===== src/rtl/jtsdram_bank_arb.sv =====
// SDRAM access arbiter: refresh > programmer > round-robin bank readers.
// One grant open at a time, released by ack or by a sticky watchdog timeout.
module jtsdram_bank_arb #(
   parameter int TOUT = 255
) (
   input  logic       clk,
   input  logic       rst_n,
   input  logic       ref_req,
   input  logic       prog_req,
   input  logic [3:0] ba_req,
   input  logic       ack,
   output logic       ref_gnt,
   output logic       prog_gnt,
   output logic [3:0] ba_gnt,
   output logic [2:0] owner,
   output logic       busy,
   output logic       timeout
);

   localparam int CW = (TOUT < 1) ? 1 : $clog2(TOUT + 1);
   localparam logic [CW-1:0] LIMIT   = CW'(TOUT - 1);
   localparam logic [CW-1:0] CNT_MAX = CW'(TOUT);

   localparam logic [2:0] OWN_NONE = 3'd0;
   localparam logic [2:0] OWN_PROG = 3'd5;
   localparam logic [2:0] OWN_REF  = 3'd6;

   typedef enum logic [1:0] {
      IDLE  = 2'd0,
      GRANT = 2'd1,
      GAP   = 2'd2
   } state_t;

   state_t          state_q, state_d;
   logic            ref_gnt_q, ref_gnt_d;
   logic            prog_gnt_q, prog_gnt_d;
   logic [3:0]      ba_gnt_q, ba_gnt_d;
   logic [2:0]      owner_q, owner_d;
   logic            busy_q, busy_d;
   logic            timeout_q, timeout_d;
   logic [1:0]      rr_q, rr_d;
   logic [CW-1:0]   cnt_q, cnt_d;

   // Round-robin search: rotate requests so rr_q sits at bit 0, then take the lowest set bit.
   logic [7:0]      ba_dbl;
   logic [3:0]      ba_rot;
   logic [1:0]      rr_off;
   logic [1:0]      rr_pick;
   logic            ba_any;

   always_comb begin
      ba_dbl = {ba_req, ba_req};
      ba_rot = ba_dbl[rr_q +: 4];
      ba_any = |ba_req;
      rr_off = 2'd0;
      if (ba_rot[0])      rr_off = 2'd0;
      else if (ba_rot[1]) rr_off = 2'd1;
      else if (ba_rot[2]) rr_off = 2'd2;
      else if (ba_rot[3]) rr_off = 2'd3;
      rr_pick = rr_q + rr_off;
   end

   // Bank index of the current holder (owner 1..4 maps to bank 0..3).
   logic [1:0]      held_bank;
   logic            held_is_bank;

   assign held_bank    = owner_q[1:0] - 2'd1;
   assign held_is_bank = (owner_q != OWN_NONE) && (owner_q <= 3'd4);

   always_comb begin
      state_d    = state_q;
      ref_gnt_d  = ref_gnt_q;
      prog_gnt_d = prog_gnt_q;
      ba_gnt_d   = ba_gnt_q;
      owner_d    = owner_q;
      busy_d     = busy_q;
      timeout_d  = timeout_q;
      rr_d       = rr_q;
      cnt_d      = cnt_q;

      case (state_q)
         IDLE: begin
            if (ref_req) begin
               state_d   = GRANT;
               ref_gnt_d = 1'b1;
               owner_d   = OWN_REF;
               busy_d    = 1'b1;
               cnt_d     = '0;
            end else if (prog_req) begin
               state_d    = GRANT;
               prog_gnt_d = 1'b1;
               owner_d    = OWN_PROG;
               busy_d     = 1'b1;
               cnt_d      = '0;
            end else if (ba_any) begin
               state_d  = GRANT;
               ba_gnt_d = 4'b0001 << rr_pick;
               owner_d  = {1'b0, rr_pick} + 3'd1;
               busy_d   = 1'b1;
               cnt_d    = '0;
            end
         end

         GRANT: begin
            if (ack || cnt_q == LIMIT) begin
               state_d    = GAP;
               ref_gnt_d  = 1'b0;
               prog_gnt_d = 1'b0;
               ba_gnt_d   = 4'b0000;
               owner_d    = OWN_NONE;
               cnt_d      = '0;
               // ack takes precedence over a simultaneous watchdog expiry
               if (ack) begin
                  if (held_is_bank) begin
                     rr_d = held_bank + 2'd1;
                  end
               end else begin
                  timeout_d = 1'b1;
               end
            end else if (cnt_q != CNT_MAX) begin
               cnt_d = cnt_q + CW'(1);
            end
         end

         GAP: begin
            state_d = IDLE;
            busy_d  = 1'b0;
         end

         default: begin
            state_d    = IDLE;
            ref_gnt_d  = 1'b0;
            prog_gnt_d = 1'b0;
            ba_gnt_d   = 4'b0000;
            owner_d    = OWN_NONE;
            busy_d     = 1'b0;
            cnt_d      = '0;
         end
      endcase
   end

   always_ff @(posedge clk or negedge rst_n) begin
      if (!rst_n) begin
         state_q    <= IDLE;
         ref_gnt_q  <= 1'b0;
         prog_gnt_q <= 1'b0;
         ba_gnt_q   <= 4'b0000;
         owner_q    <= OWN_NONE;
         busy_q     <= 1'b0;
         timeout_q  <= 1'b0;
         rr_q       <= 2'd0;
         cnt_q      <= '0;
      end else begin
         state_q    <= state_d;
         ref_gnt_q  <= ref_gnt_d;
         prog_gnt_q <= prog_gnt_d;
         ba_gnt_q   <= ba_gnt_d;
         owner_q    <= owner_d;
         busy_q     <= busy_d;
         timeout_q  <= timeout_d;
         rr_q       <= rr_d;
         cnt_q      <= cnt_d;
      end
   end

   assign ref_gnt  = ref_gnt_q;
   assign prog_gnt = prog_gnt_q;
   assign ba_gnt   = ba_gnt_q;
   assign owner    = owner_q;
   assign busy     = busy_q;
   assign timeout  = timeout_q;

endmodule


===== config.mk =====
export PLATFORM = sky130hd
export DESIGN_NAME = jtsdram_bank_arb
export DESIGN_NICKNAME = d
export VERILOG_FILES = /design/src/rtl/jtsdram_bank_arb.sv
export SDC_FILE = /design/constraint.sdc
export NUM_CORES = 1
export LEC_CHECK = 0
export ABC_AREA = 1
export BUFFER_PORTS_ARGS = -buffer_cell sky130_fd_sc_hd__buf_2
export CORE_MARGIN = 2
export CORE_UTILIZATION = 56
export DETAILED_ROUTE_END_ITERATION = 10
export HOLD_SLACK_MARGIN = 0.08
export PLACE_DENSITY = 0.8
export RECOVER_POWER = 100
export SYNTH_ARGS = -nofsm -noshare
export SYNTH_HDL_FRONTEND = slang
export SYNTH_SLANG_ARGS = --single-unit

===== constraint.sdc =====
create_clock -name clk -period 2.4 [get_ports clk]
set_clock_uncertainty 0.1 [all_clocks]
set_input_delay 0.48 -clock clk [delete_from_list [all_inputs] [get_ports clk]]
set_output_delay 0.48 -clock clk [all_outputs]
set_load 0.05 [all_outputs]

Word-level counts from Yosys, hierarchy flattened
Index checks and enable logic that the tools add are counted.
{"block": "classes", "addsub": 5, "n_lt_le_gt_ge": 1, "n_eq_ne": 12, "n_shift": 2, "muxes": 35, "n_bitwise": 3, "n_reduce_logical": 14}
{"operator": "8-bit two-way mux", "count": 5}
{"operator": "8-bit case mux with 3 select lines", "count": 1}
{"operator": "2-bit two-way mux", "count": 8}
{"operator": "4-bit two-way mux", "count": 4}
{"operator": "3-bit two-way mux", "count": 4}
{"operator": "2-bit inequality test, second input constant", "count": 6}
{"operator": "4-bit case mux with 3 select lines", "count": 1}
{"operator": "3-bit AND reduction", "count": 4}
{"operator": "3-bit case mux with 3 select lines", "count": 1}
{"operator": "8-bit by 1-bit adder with 8-bit output, second input constant", "count": 1}
{"operator": "8-bit == test, second input constant", "count": 1}
{"operator": "8-bit inequality test, second input constant", "count": 1}
{"operator": "4-bit AND reduction", "count": 2}
{"operator": "8-bit by 3-bit indexed part select with 4-bit output", "count": 1}
{"operator": "1-bit two-way mux", "count": 7}
{"operator": "1-bit case mux with 3 select lines", "count": 2}
{"operator": "5-bit AND reduction", "count": 1}
{"operator": "4-bit inequality test, second input constant", "count": 1}
{"operator": "2-bit case mux with 2 select lines", "count": 1}
{"operator": "2-bit AND reduction", "count": 2}
{"operator": "4-bit OR reduction", "count": 1}
{"operator": "1-bit by 2-bit left shift with 4-bit output, first input constant", "count": 1}
{"operator": "2-bit by 1-bit adder with 3-bit output, second input constant", "count": 1}
{"operator": "3-bit <= comparator, second input constant", "count": 1}
{"operator": "other kinds (12)", "count": 14}
{"block": "word_totals", "reg_bits": 23, "in_bits": 9}

Longest topological paths before layout
Gate-level depths: netlist (run 1).
{"block": "logic_depth", "depth_word": 11, "mapped_depth": 15, "depth_no_buf": 15}

Least setup slack after synthesis (run 1)
OpenSTA, ideal clock, no wires.
{"block": "synth_timing", "kind": "reg-to-reg", "startpoint": "register rr_q[1]", "endpoint": "register owner_q[1], in the netlist owner[1]", "arrival_time_ns": 2.025, "required_time_ns": 2.217, "setup_slack_ns": 0.193, "stages_incl_launch_ff": 16, "path_buffers": 1, "synth_period_minus_slack_ns": 2.207, "cell_sequence": "dfrtp_1 -> buf_2 -> inv_1 -> nand3_1 -> nand2_1 -> nand3_1 -> a21boi_0 -> ha_1 -> xor2_1 -> inv_1 -> nand3_1 -> nand2_1 -> ha_1 -> nor3_1 -> o21ai_0 -> o21ai_0"}
{"block": "synth_between", "elab_chain_len": 11}
{"element": "from (decl)", "line_no": "41", "rtl": "logic [1:0] rr_q, rr_d;"}
{"element": "from (signal assigned)", "line_no": "161", "rtl": "rr_q <= rr_d;"}
{"element": "8-bit by 3-bit indexed part select with 4-bit output", "line_no": "53", "rtl": "ba_rot = ba_dbl[rr_q +: 4];"}
{"element": "2-bit two-way mux", "line_no": "59", "rtl": "else if (ba_rot[3]) rr_off = 2'd3;"}
{"element": "2-bit two-way mux", "line_no": "58", "rtl": "else if (ba_rot[2]) rr_off = 2'd2;"}
{"element": "2-bit two-way mux", "line_no": "57", "rtl": "else if (ba_rot[1]) rr_off = 2'd1;"}
{"element": "2-bit two-way mux", "line_no": "56", "rtl": "if (ba_rot[0]) rr_off = 2'd0;"}
{"element": "2-bit adder (*)", "line_no": "60", "rtl": "rr_pick = rr_q + rr_off;"}
{"element": "2-bit by 1-bit adder with 3-bit output (*)", "line_no": "98", "rtl": "owner_d = {1'b0, rr_pick} + 3'd1;"}
{"element": "3-bit two-way mux (*)", "line_no": "95", "rtl": "end else if (ba_any) begin"}
{"element": "3-bit two-way mux (*)", "line_no": "89", "rtl": "end else if (prog_req) begin"}
{"element": "3-bit two-way mux (*)", "line_no": "83", "rtl": "if (ref_req) begin"}
{"element": "3-bit case mux with 3 select lines (*)", "line_no": "81", "rtl": "case (state_q)"}
{"element": "to (signal assigned)", "line_no": "158", "rtl": "owner_q <= owner_d;"}
{"element": "to (decl)", "line_no": "38", "rtl": "logic [2:0] owner_q, owner_d;"}
Every way passes the cells marked *; elsewhere a longest branch is shown, timed or not. The select of a mux whose other input is x is not followed.
A chain may end at the register's enable or synchronous reset.

Worst setup path after layout (run 1)
{"block": "layout_timing", "startpoint": "register rr_q[0]", "endpoint": "register owner_q[1], in the netlist owner[1]"}
The elaborated chain is that of the path after synthesis.

==> results of run 1 <==
==> stage by stage <==
step                cells  setup slack [ns]  power (mW)  hold slack [ns]  cell area (sq um)
floorplan             190             0.193        1.42           0.0844               1460
global placement      239            0.0487        1.64            0.354               1590
detailed placement    239           -0.0940        1.67            0.364               1590
CTS                   246            0.0330        1.88            0.374               1650
global route          251           -0.0308        2.12            0.367               1660
finish                251            0.0907        1.96            0.354               1660
==> flip-flops by register name (all words and copies together), names as in the netlist <==
signal    flops
rr_q          2
state_q       2
cnt_q         8
busy          1
ref_gnt       1
owner         3
ba_gnt        4
timeout       1
prog_gnt      1
==> repair_timing <==
| item | CTS | global route |
|---|---|---|
| pin swaps | 0 | 7 |
| resized for setup | 3 | 15 |
| hold buffers | 1 | 0 |
| endpoints found under the hold margin | 23 | 0 |
| setup endpoints to repair | 1 | 3 |
| setup buffers | 2 | 5 |
==> how the worst max path moves through the flow <==
stage,startpoint,endpoint,slack (ns),depth (start not counted)
floorplan,rr_q[1],owner[1],0.19,15
global placement,ba_req[1],owner[1],0.05,15
detailed placement,ba_req[1],owner[1],-0.09,15
CTS,rr_q[0],owner[1],0.03,14
global route,rr_q[0],owner[1],-0.03,15
finish,rr_q[0],owner[1],0.09,14
==> synth_stat cells <==
library cell  number
nand3_2            1
xor2_1             5
nand3_1           17
nand2_1           56
nor2_4             3
nor2_2             3
nand2_2            1
a21oi_1            3
o21ai_1            4
nand3b_1           1
nor2_1            13
o21ai_0           11
o21bai_1           1
inv_2              3
a21boi_0           1
nor3_2             2
inv_1             21
dfrtp_1           23
nand2_4            3
nand4_1            3
nand4_4            1
o31ai_1            1
ha_1               5
nor3_1             5
xnor2_1            1
nor2_8             1
buf_2              1
==> final cells by class <==
class / count / area, sq um
multi-input combinational: 142 / 776
clock buffer: 4 / 26.3
sequential: 23 / 578
tap: 30 / 37.5
fill: 233 / 813
inverter: 24 / 92.6
timing repair buffer: 28 / 154
==> critical path: stages (launching register included) <==
cell      delay (ns)
dfrtp_2         0.48
nand2_1         0.11
nand3_1         0.10
nand2_2         0.10
nand3_2         0.08
a21boi_2        0.15
ha_2            0.20
xor2_2          0.16
inv_1           0.06
nand3_1         0.09
nand2_2         0.06
ha_1            0.26
nor3_1          0.03
o21ai_0         0.13
o21ai_1         0.08
==> kinds of logic (layout without fill, tap and decap cells) <==
kind of cell	count (synthesis)	count (layout)	synth area share [%]
AND/OR/NAND/NOR	110	110	38.4
adder cells (fa/ha/maj)	5	5	4.29
XOR/XNOR	6	6	3.61
flip-flops	23	23	39.5
buffers and inverters	25	56	6.52
AO/OA/AOI/OAI	21	21	7.73
==> layer usage <==
layer,vias up,GRT usage (%),part of all wire (%)
li1,670,-,-
met4,0,8.54,2.0
met1,647,27.1,43
met5,-,0,0
met2,39,41.7,52
met3,9,2.42,3.2
==> power by group <==
group / internal, mW / total [mW] / switching [mW] / leakage, nW
Sequential: 0.492 / 0.581 / 0.0881 / 0.302
Clock: 0.0650 / 0.183 / 0.118 / 0.0150
Combinational: 0.385 / 1.20 / 0.812 / 0.507
==> layout by cell type, fill, tap and decap left out, types with 3 or more instances in the layout <==
| cell type | n |
|---|---|
| nand2_2 | 5 |
| nand4_1 | 4 |
| clkbuf_1 | 13 |
| dfrtp_1 | 21 |
| nand2_1 | 54 |
| nand3_1 | 14 |
| xor2_1 | 4 |
| nor3_1 | 6 |
| o21ai_1 | 4 |
| nor2_1 | 17 |
| nand3_2 | 4 |
| buf_4 | 7 |
| a21oi_1 | 3 |
| o21ai_0 | 11 |
| inv_1 | 21 |
| ha_1 | 4 |
| buf_2 | 7 |
| clkbuf_4 | 3 |
==> summary.txt, run 1 <==
Synth
  – Post-Synthesis Cell Area: between 0.001 and 0.0015 sq mm
  – Synth Area per Inst: 7.67 sq um
  – Post-synthesis sequential area ratio: 39.5%
  – Syn Inst Count: 190
  – Synth area leaders: dfrtp_1 (39%), nand2_1 (14%), nand3_1 (5.8%)
  – Top cell type's share of synthesized area: between 30% and 40%
  – Biggest area consumer among synthesized cells: dfrtp_1
  – Synth Register Bits: 23
  – Synthesized net count: around 200
  – Syn. warnings: 0
  – Synth unique cells: 27

Routing
  – Antenna-violating nets left: 0
  – Routed WL: 3270 um
  – DR vias/cell: about 5.4
  – # DRC: 0
  – Vias after detailed routing: approximately 1,400
  – TritonRoute pass-1 iters: 4
  – Routed len/inst: roughly 13 um
  – Initial drt markers: 47

Floorplan
  – Die area: between 0.003 and 0.004 sq mm
  – Chip height: ~55 um
  – CORE AREA: ~0.0025 sq mm
  – Die Span X: 55.0 um
  – Initial core utilization: approximately 59%
  – Site row count: 18
  – Num ports: 20

Outcome
  – Status: completed

STA
  – Crit share post-route: roughly 96%
  – FMAX: 433 MHz
  – Final period demand of the worst path: ~2.3 ns
  – Fin. max-slew vios: 0
  – Worst slew pin tran: around 1.2 ns
  – Post-Route Setup TNS: 0 ns
  – Setup violations, final: 0
  – Rel. slew slack: 18.8%
  – Final Hold Violating Endpoints: 0

Clocking
  – CTS tree: done
  – Clock sink count: 23
  – H-tree level count: 1
  – Clk Latency, worst-skew pair: between 0.3 and 0.4 ns
  – Worst-path clk slew: 0.12 ns
  – CTS max path bufs: 2
  – Root Buffer: clkbuf_4
  – Total CTS buffers: 3

Global routing
  – First-pass GRT wire length: between 4000 and 5000 um
  – Largest net degree at the start of global routing: 24
  – Total GRT Usage: 22.7%
  – GRT overflow: 0
  – Initial antenna violation count: 0
  – Vias in the first global route: 1,188

Layout
  – Synth-to-Final Area Change: 14.2%
  – Final #Nets: 236
  – Fin util: 67.2%
  – Ant. Diodes: 0
  – Layout cell share with drive strength beyond 1: between 10% and 20%

Worst setup path
  – Crit path required time: roughly 2.5 ns
  – Critical Path Source Type: register
  – Crit Path Max Fanout: 5
  – WP data arrival: 2.42 ns
  – RR Startpoint: rr_q[0]
  – R2R depth: 14
  – Crit Path Class: register to register
  – Worst R2R End: owner[1]
  – R2R setup slack: between 0.09 and 0.1 ns
  – Setup crit end kind: register

Hold path
  – Worst Min Path Start: ack
  – Min-Delay Path Class: input port to register
  – Worst hold endpoint: timeout
  – Hold Path Depth: 4

Placement
  – Post-DP HPWL: 2300 um
  – Port bufs: 19
  – GP Congestion: between 0.8 and 0.9

Pwr
  – Leakage: approximately 0.8 nW
  – VDD IR-drop max: roughly 960 uV
  – Pwr dens: between 1000 and 1500 mW/mm^2

Flow run
  – Max-cap viol count: 0
(Power assumes the default switching activity.)
==> run 2, diff against run 1 <==
--- a/config.mk
+++ b/config.mk
@@ -7,9 +7,9 @@
 export LEC_CHECK = 0
 export ABC_AREA = 1
 export BUFFER_PORTS_ARGS = -buffer_cell sky130_fd_sc_hd__buf_2
-export CORE_MARGIN = 2
 export CORE_UTILIZATION = 56
 export DETAILED_ROUTE_END_ITERATION = 10
+export GPL_TIMING_DRIVEN = 0
 export HOLD_SLACK_MARGIN = 0.08
 export PLACE_DENSITY = 0.8
 export RECOVER_POWER = 100
==> summary.txt, run 2 (synthesized netlist as in run 1, its figures left out) <==
Worst setup path
  – Setup crit end kind: register
  – WP data arrival: 2.42 ns
  – CP max stage delay: 0.47 ns
  – Largest delay share family, worst path: simple AND/OR/NAND/NOR gates
  – Critical Path Source Type: register
  – Crit Path Max Fanout: 7
  – Bufs and invs on worst path: 2
  – Worst-path cell chain: inv_4 -> nand2_1 -> nand3_1 -> nand2_1 -> nand3_2 -> a21boi_2 -> ha_2 -> xor2_2 -> inv_1 -> nand3_1 -> nand2_2 -> ha_4 -> nor3_2 -> o21ai_1 -> o21ai_1
  – Crit path required time: ~2.5 ns
  – Slowest cell on crit path: dfrtp_2
  – Crit Path Class: register to register

Floorplan
  – Die Span X: between 50 and 60 um
  – Initial core utilization: a little under 60%
  – Num ports: 20
  – Chip height: about 53 um
  – CORE AREA: between 0.002 and 0.0025 sq mm
  – Site row count: 18
  – Die area: between 0.002 and 0.003 sq mm

Clocking
  – Total CTS buffers: 3
  – Clk Latency, worst-skew pair: approximately 0.30 ns
  – CTS tree: done
  – Worst-path clk slew: roughly 0.12 ns
  – H-tree level count: 1
  – Clock sink count: 23
  – Root Buffer: clkbuf_4
  – CTS max path bufs: 2

Pwr
  – Pwr dens: about 1200 mW/mm^2
  – Leakage: 0.806 nW
  – Tot Pwr: just over 2 mW
  – VDD IR-drop max: roughly 960 uV

Routing
  – Routed len/inst: between 10 and 15 um
  – Antenna-violating nets left: 0
  – DR vias/cell: ~5.5
  – Vias after detailed routing: about 1,400
  – Routed WL: around 3300 um
  – TritonRoute pass-1 iters: 4
  – # DRC: 0
  – Initial drt markers: 45

Global routing
  – Vias in the first global route: ~1,300
  – First-pass GRT wire length: 5130 um
  – Largest net degree at the start of global routing: 24
  – Total GRT Usage: 24.8%
  – Initial antenna violation count: 0
  – GRT overflow: 0

STA
  – Final WS setup: about 0.081 ns
  – Rel. slew slack: between 10 and 15%
  – Worst slew pin tran: approximately 1.3 ns
  – Crit share post-route: a little over nine tenths
  – Final period demand of the worst path: around 2.3 ns
  – FMAX: around 430 MHz
  – Hold Slack: about 0.36 ns
  – Final Hold Violating Endpoints: 0
  – Setup violations, final: 0
  – Fin. max-slew vios: 0

Outcome
  – Status: completed

Placement
  – Port bufs: 19
  – Placed insts: around 240
  – Post-DP HPWL: approximately 2400 um
  – GP Congestion: a little under 0.9
  – Worst slack, placed: -0.144 ns

Layout
  – Most frequent cells in the layout: nand2_1 (54), dfrtp_1 (21), inv_1 (20)
  – Ant. Diodes: 0
  – Layout cell share with drive strength beyond 1: a little under a fifth
  – Commonest non-fill, non-tap cell in the layout: nand2_1
  – Final std cells w/o fill: 248
  – Final #Nets: 233
  – Largest register FFs: 8
  – Synth-to-Final Area Change: 13.6%
  – Largest Register: cnt_q

Hold path
  – Min-Delay Path Class: input port to register

Flow run
  – Max-cap viol count: 0
run 2: worst paths after layout:
check	slack, ns	from	endpoint	depth (start not counted)
worst max register to register	0.08	rr_q[0]	owner[1]	15
min in group asynchronous	0.86	rst_n	ba_gnt[3]	2
worst min register to register	0.40	busy	busy	2
worst max-delay path	0.08	rr_q[0]	owner[1]	15
worst min-delay path	0.36	ack	timeout	4
max in group asynchronous	0.49	rst_n	rr_q[0]	2
run 2: area by class of cell:
type                    count  area (sq um)
repair buffers             25           128
flip-flops and latches     23           578
fillers                   226           822
multi-input cells         142           793
inverters                  24          92.6
well taps                  30          37.5
clock buffers               4          26.3
run 2: what timing repair did:
action                                  CTS  global route
hold buffers                              1             0
gates resized for setup                   7            12
setup buffers                             1             4
hold endpoints to repair                 23             0
pin swaps                                 1             7
endpoints found under the setup margin    1             1
run 2: worst register-to-register path, stage by stage, from the launching register on:
cell and delay (ns):
dfrtp_2 0.47, inv_4 0.07, nand2_1 0.08, nand3_1 0.07, nand2_1 0.10, nand3_2 0.08, a21boi_2 0.16, ha_2 0.21
xor2_2 0.14, inv_1 0.06, nand3_1 0.09, nand2_2 0.09, ha_4 0.27, nor3_2 0.03, o21ai_1 0.13, o21ai_1 0.07
run 2: per-layer routing:
layer  global-route usage (%)  part of all wire [%]  up-vias  wire length, um
met5                        0                     0        -                0
met4                     9.65                   1.7        0               56
met3                     3.74                   2.9        8               98
met2                     46.0                    52       31             1720
met1                     28.1                    44      657             1450
li1                         -                     -      666                -
run 2: report_power, final:
group | total, mW | internal, mW | switching [mW]
logic | 1.25 | 0.406 | 0.844
clock network | 0.176 | 0.0648 | 0.111
registers | 0.590 | 0.492 | 0.0979
total | 2.02 | 0.963 | 1.05
run 2: stage by stage:
step           cell area (sq um)  utilization [%]  TNS, ns
3_3_place_gp                1590             64.2  -0.0446
2_1_floorplan               1460                -        0
3_5_place_dp                1590             64.2   -0.144
6_report                    1660             66.8        0
5_1_grt                     1660             66.8  -0.0398
4_1_cts                     1640             66.3        0
==> run 3, diff against run 2 <==
--- a/config.mk
+++ b/config.mk
@@ -7,12 +7,14 @@
 export LEC_CHECK = 0
 export ABC_AREA = 1
 export BUFFER_PORTS_ARGS = -buffer_cell sky130_fd_sc_hd__buf_2
+export CORE_MARGIN = 5
 export CORE_UTILIZATION = 56
 export DETAILED_ROUTE_END_ITERATION = 10
 export GPL_TIMING_DRIVEN = 0
 export HOLD_SLACK_MARGIN = 0.08
 export PLACE_DENSITY = 0.8
 export RECOVER_POWER = 100
+export SKIP_LAST_GASP = 1
 export SYNTH_ARGS = -nofsm -noshare
 export SYNTH_HDL_FRONTEND = slang
 export SYNTH_SLANG_ARGS = --single-unit
==> summary.txt, run 3 (synthesized netlist as in run 1, its figures left out) <==
Worst setup path
  – WP data arrival: between 2 and 2.5 ns
  – Slowest cell on crit path: dfrtp_2
  – Crit path required time: 2.51 ns
  – Setup crit end kind: register
  – RR Startpoint: rr_q[0]
  – Crit Path Max Fanout: 6
  – CP max stage delay: about 0.48 ns
  – Critical Path Source Type: register
  – Worst-path cell chain: buf_6 -> nand2_1 -> nand3_1 -> nand2_1 -> a21boi_1 -> ha_2 -> xor2_2 -> inv_1 -> nand3_2 -> nand2_4 -> ha_4 -> nor3_2 -> o21ai_1 -> o21ai_1
  – Crit Path Class: register to register
  – Largest delay share family, worst path: flip-flops
  – R2R setup slack: about 0.065 ns
  – Worst R2R End: owner[1]
  – R2R depth: 14
  – Bufs and invs on worst path: 2

Placement
  – Port bufs: 19
  – Post-DP HPWL: 2570 um
  – GP Congestion: 0.878
  – Placed insts: roughly 240

Global routing
  – GRT overflow: 0
  – First-pass GRT wire length: approximately 5800 um
  – Initial antenna violation count: 0
  – Total GRT Usage: about a fifth
  – Largest net degree at the start of global routing: 24
  – Vias in the first global route: roughly 1,400

Layout
  – Most frequent cells in the layout: nand2_1 (50), dfrtp_1 (21), inv_1 (20)
  – Largest Register: cnt_q
  – Layout cell share with drive strength beyond 1: between 20 and 25%
  – Final std cells w/o fill: 248
  – Multi-input gate area: 847 sq um
  – Synth-to-Final Area Change: 17.9%
  – Fillers: about 220
  – Largest register FFs: 8
  – Reg area: a little under 600 sq um
  – Fin util: just under 70%
  – Final #Nets: around 230
  – Ant. Diodes: 0
  – Commonest non-fill, non-tap cell in the layout: nand2_1

Routing
  – Initial drt markers: between 70 and 80
  – # DRC: 0
  – Vias after detailed routing: approximately 1,300
  – Antenna-violating nets left: 0
  – Routed WL: 3470 um
  – Routed len/inst: about 14 um
  – TritonRoute pass-1 iters: 6
  – DR vias/cell: ~5.4

Clocking
  – H-tree level count: 1
  – Total CTS buffers: 3
  – Root Buffer: clkbuf_4
  – CTS max path bufs: 2
  – Clk Latency, worst-skew pair: around 0.33 ns
  – Clock sink count: 23
  – Worst-path clk slew: around 0.12 ns
  – CTS tree: done

Floorplan
  – CORE AREA: around 0.0025 sq mm
  – Num ports: 20
  – Die area: 0.00372 sq mm
  – Chip height: 61.0 um
  – Site row count: 18
  – Die Span X: 61.0 um
  – Initial core utilization: approximately 59%

Hold path
  – Worst Min Path Start: ref_req
  – Hold Path Depth: 4
  – Min-Delay Path Class: input port to register
  – Worst hold endpoint: owner[0]

Pwr
  – Leakage: 0.823 nW
  – Sequential share of power: between 20% and 30%
  – Internal: about 1000 uW
  – Switch Pwr: around 1.1 mW
  – Clock Power Share: 8.9%
  – Power share of the combinational group: between 60% and 70%
  – VDD IR-drop max: between 1000 and 1500 uV
  – Tot Pwr: roughly 2.1 mW
  – Pwr dens: roughly 1200 mW/mm^2
  – Switching share of power: 52.4%

STA
  – Post-Route Setup TNS: 0 ns
  – Final Hold Violating Endpoints: 0
  – Final period demand of the worst path: around 2.3 ns
  – Crit share post-route: between 90% and 100%
  – RSZ-0062 raised after global routing: true
  – Fin. max-slew vios: 0
  – Rel. slew slack: around 17%
  – FMAX: 428 MHz
  – Setup violations, final: 0
  – Worst slew pin tran: between 1 and 1.5 ns

Outcome
  – Status: completed

Flow run
  – Max-cap viol count: 0
==> run 3: cell count changes in the layout (fill, tap and decap cells not counted), moves of 2 or more <==
cell	previous run	this run
nor2_2	0	2
nand2_4	1	4
nor2_1	17	14
nand3_1	15	11
nand3_2	3	7
buf_4	5	3
buf_6	0	2
nand2_1	54	50
==> run 3: how the worst max path moves through the flow <==
stage / startpoint / to / slack, ns / cells after the start
after floorplan: rr_q[1] / owner[1] / 0.19 / 15
after global placement: ba_req[1] / owner[1] / -0.06 / 15
after detailed placement: ba_req[3] / owner[1] / -0.20 / 15
after CTS: rr_q[0] / owner[1] / 0.01 / 15
after global routing: rr_q[1] / ba_gnt[1] / -0.05 / 16
final: rr_q[0] / owner[1] / 0.07 / 14
==> run 3: cell type report <==
class | instances | area share [%]
multi-input combinational | 142 | 49.3
clock buffer | 4 | 1.53
sequential | 23 | 33.6
timing repair buffer | 25 | 7.86
inverter | 24 | 5.53
tap | 30 | 2.18
==> run 3: what timing repair did <==
item / CTS / global route
setup endpoints to repair: 1 / 1
pin swaps: 0 / 9
hold endpoints to repair: 23 / 0
buffers inserted: 1 / 4
gates resized for setup: 10 / 22
hold buffers: 1 / 0
==> run 3: power by group through the flow <==
stage                     Combinational [mW]  Sequential, mW  Clock [mW]
final                                   1.31           0.601       0.186
after global routing                    1.44           0.617       0.210
after CTS                               1.13           0.585       0.191
after detailed placement                1.10           0.576           0
after global placement                  1.05           0.568           0
after floorplan                        0.642           0.777           0
==> run 3: routing by layer <==
metal	vias to the layer above	track usage, %	part of all wire, %
li1	671	-	-
met3	9	3.35	3.5
met2	31	39.3	55
met4	0	9.91	2.3
met1	619	22.5	39
met5	-	0	0
==> run 3: stage by stage <==
step	hold slack [ns]	area, sq um	worst slack, ns
after floorplan	0.0844	1460	0.193
after global placement	0.352	1590	-0.0650
final	0.371	1720	0.0652
after global routing	0.382	1720	-0.0491
after CTS	0.362	1640	0.0110
after detailed placement	0.362	1590	-0.204
==> run 3: tightest hold or removal path, cell delays in order <==
cell and delay, ns:
buf_2 0.12, a21oi_1 0.05, nand2_1 0.06, o21ai_1 0.05
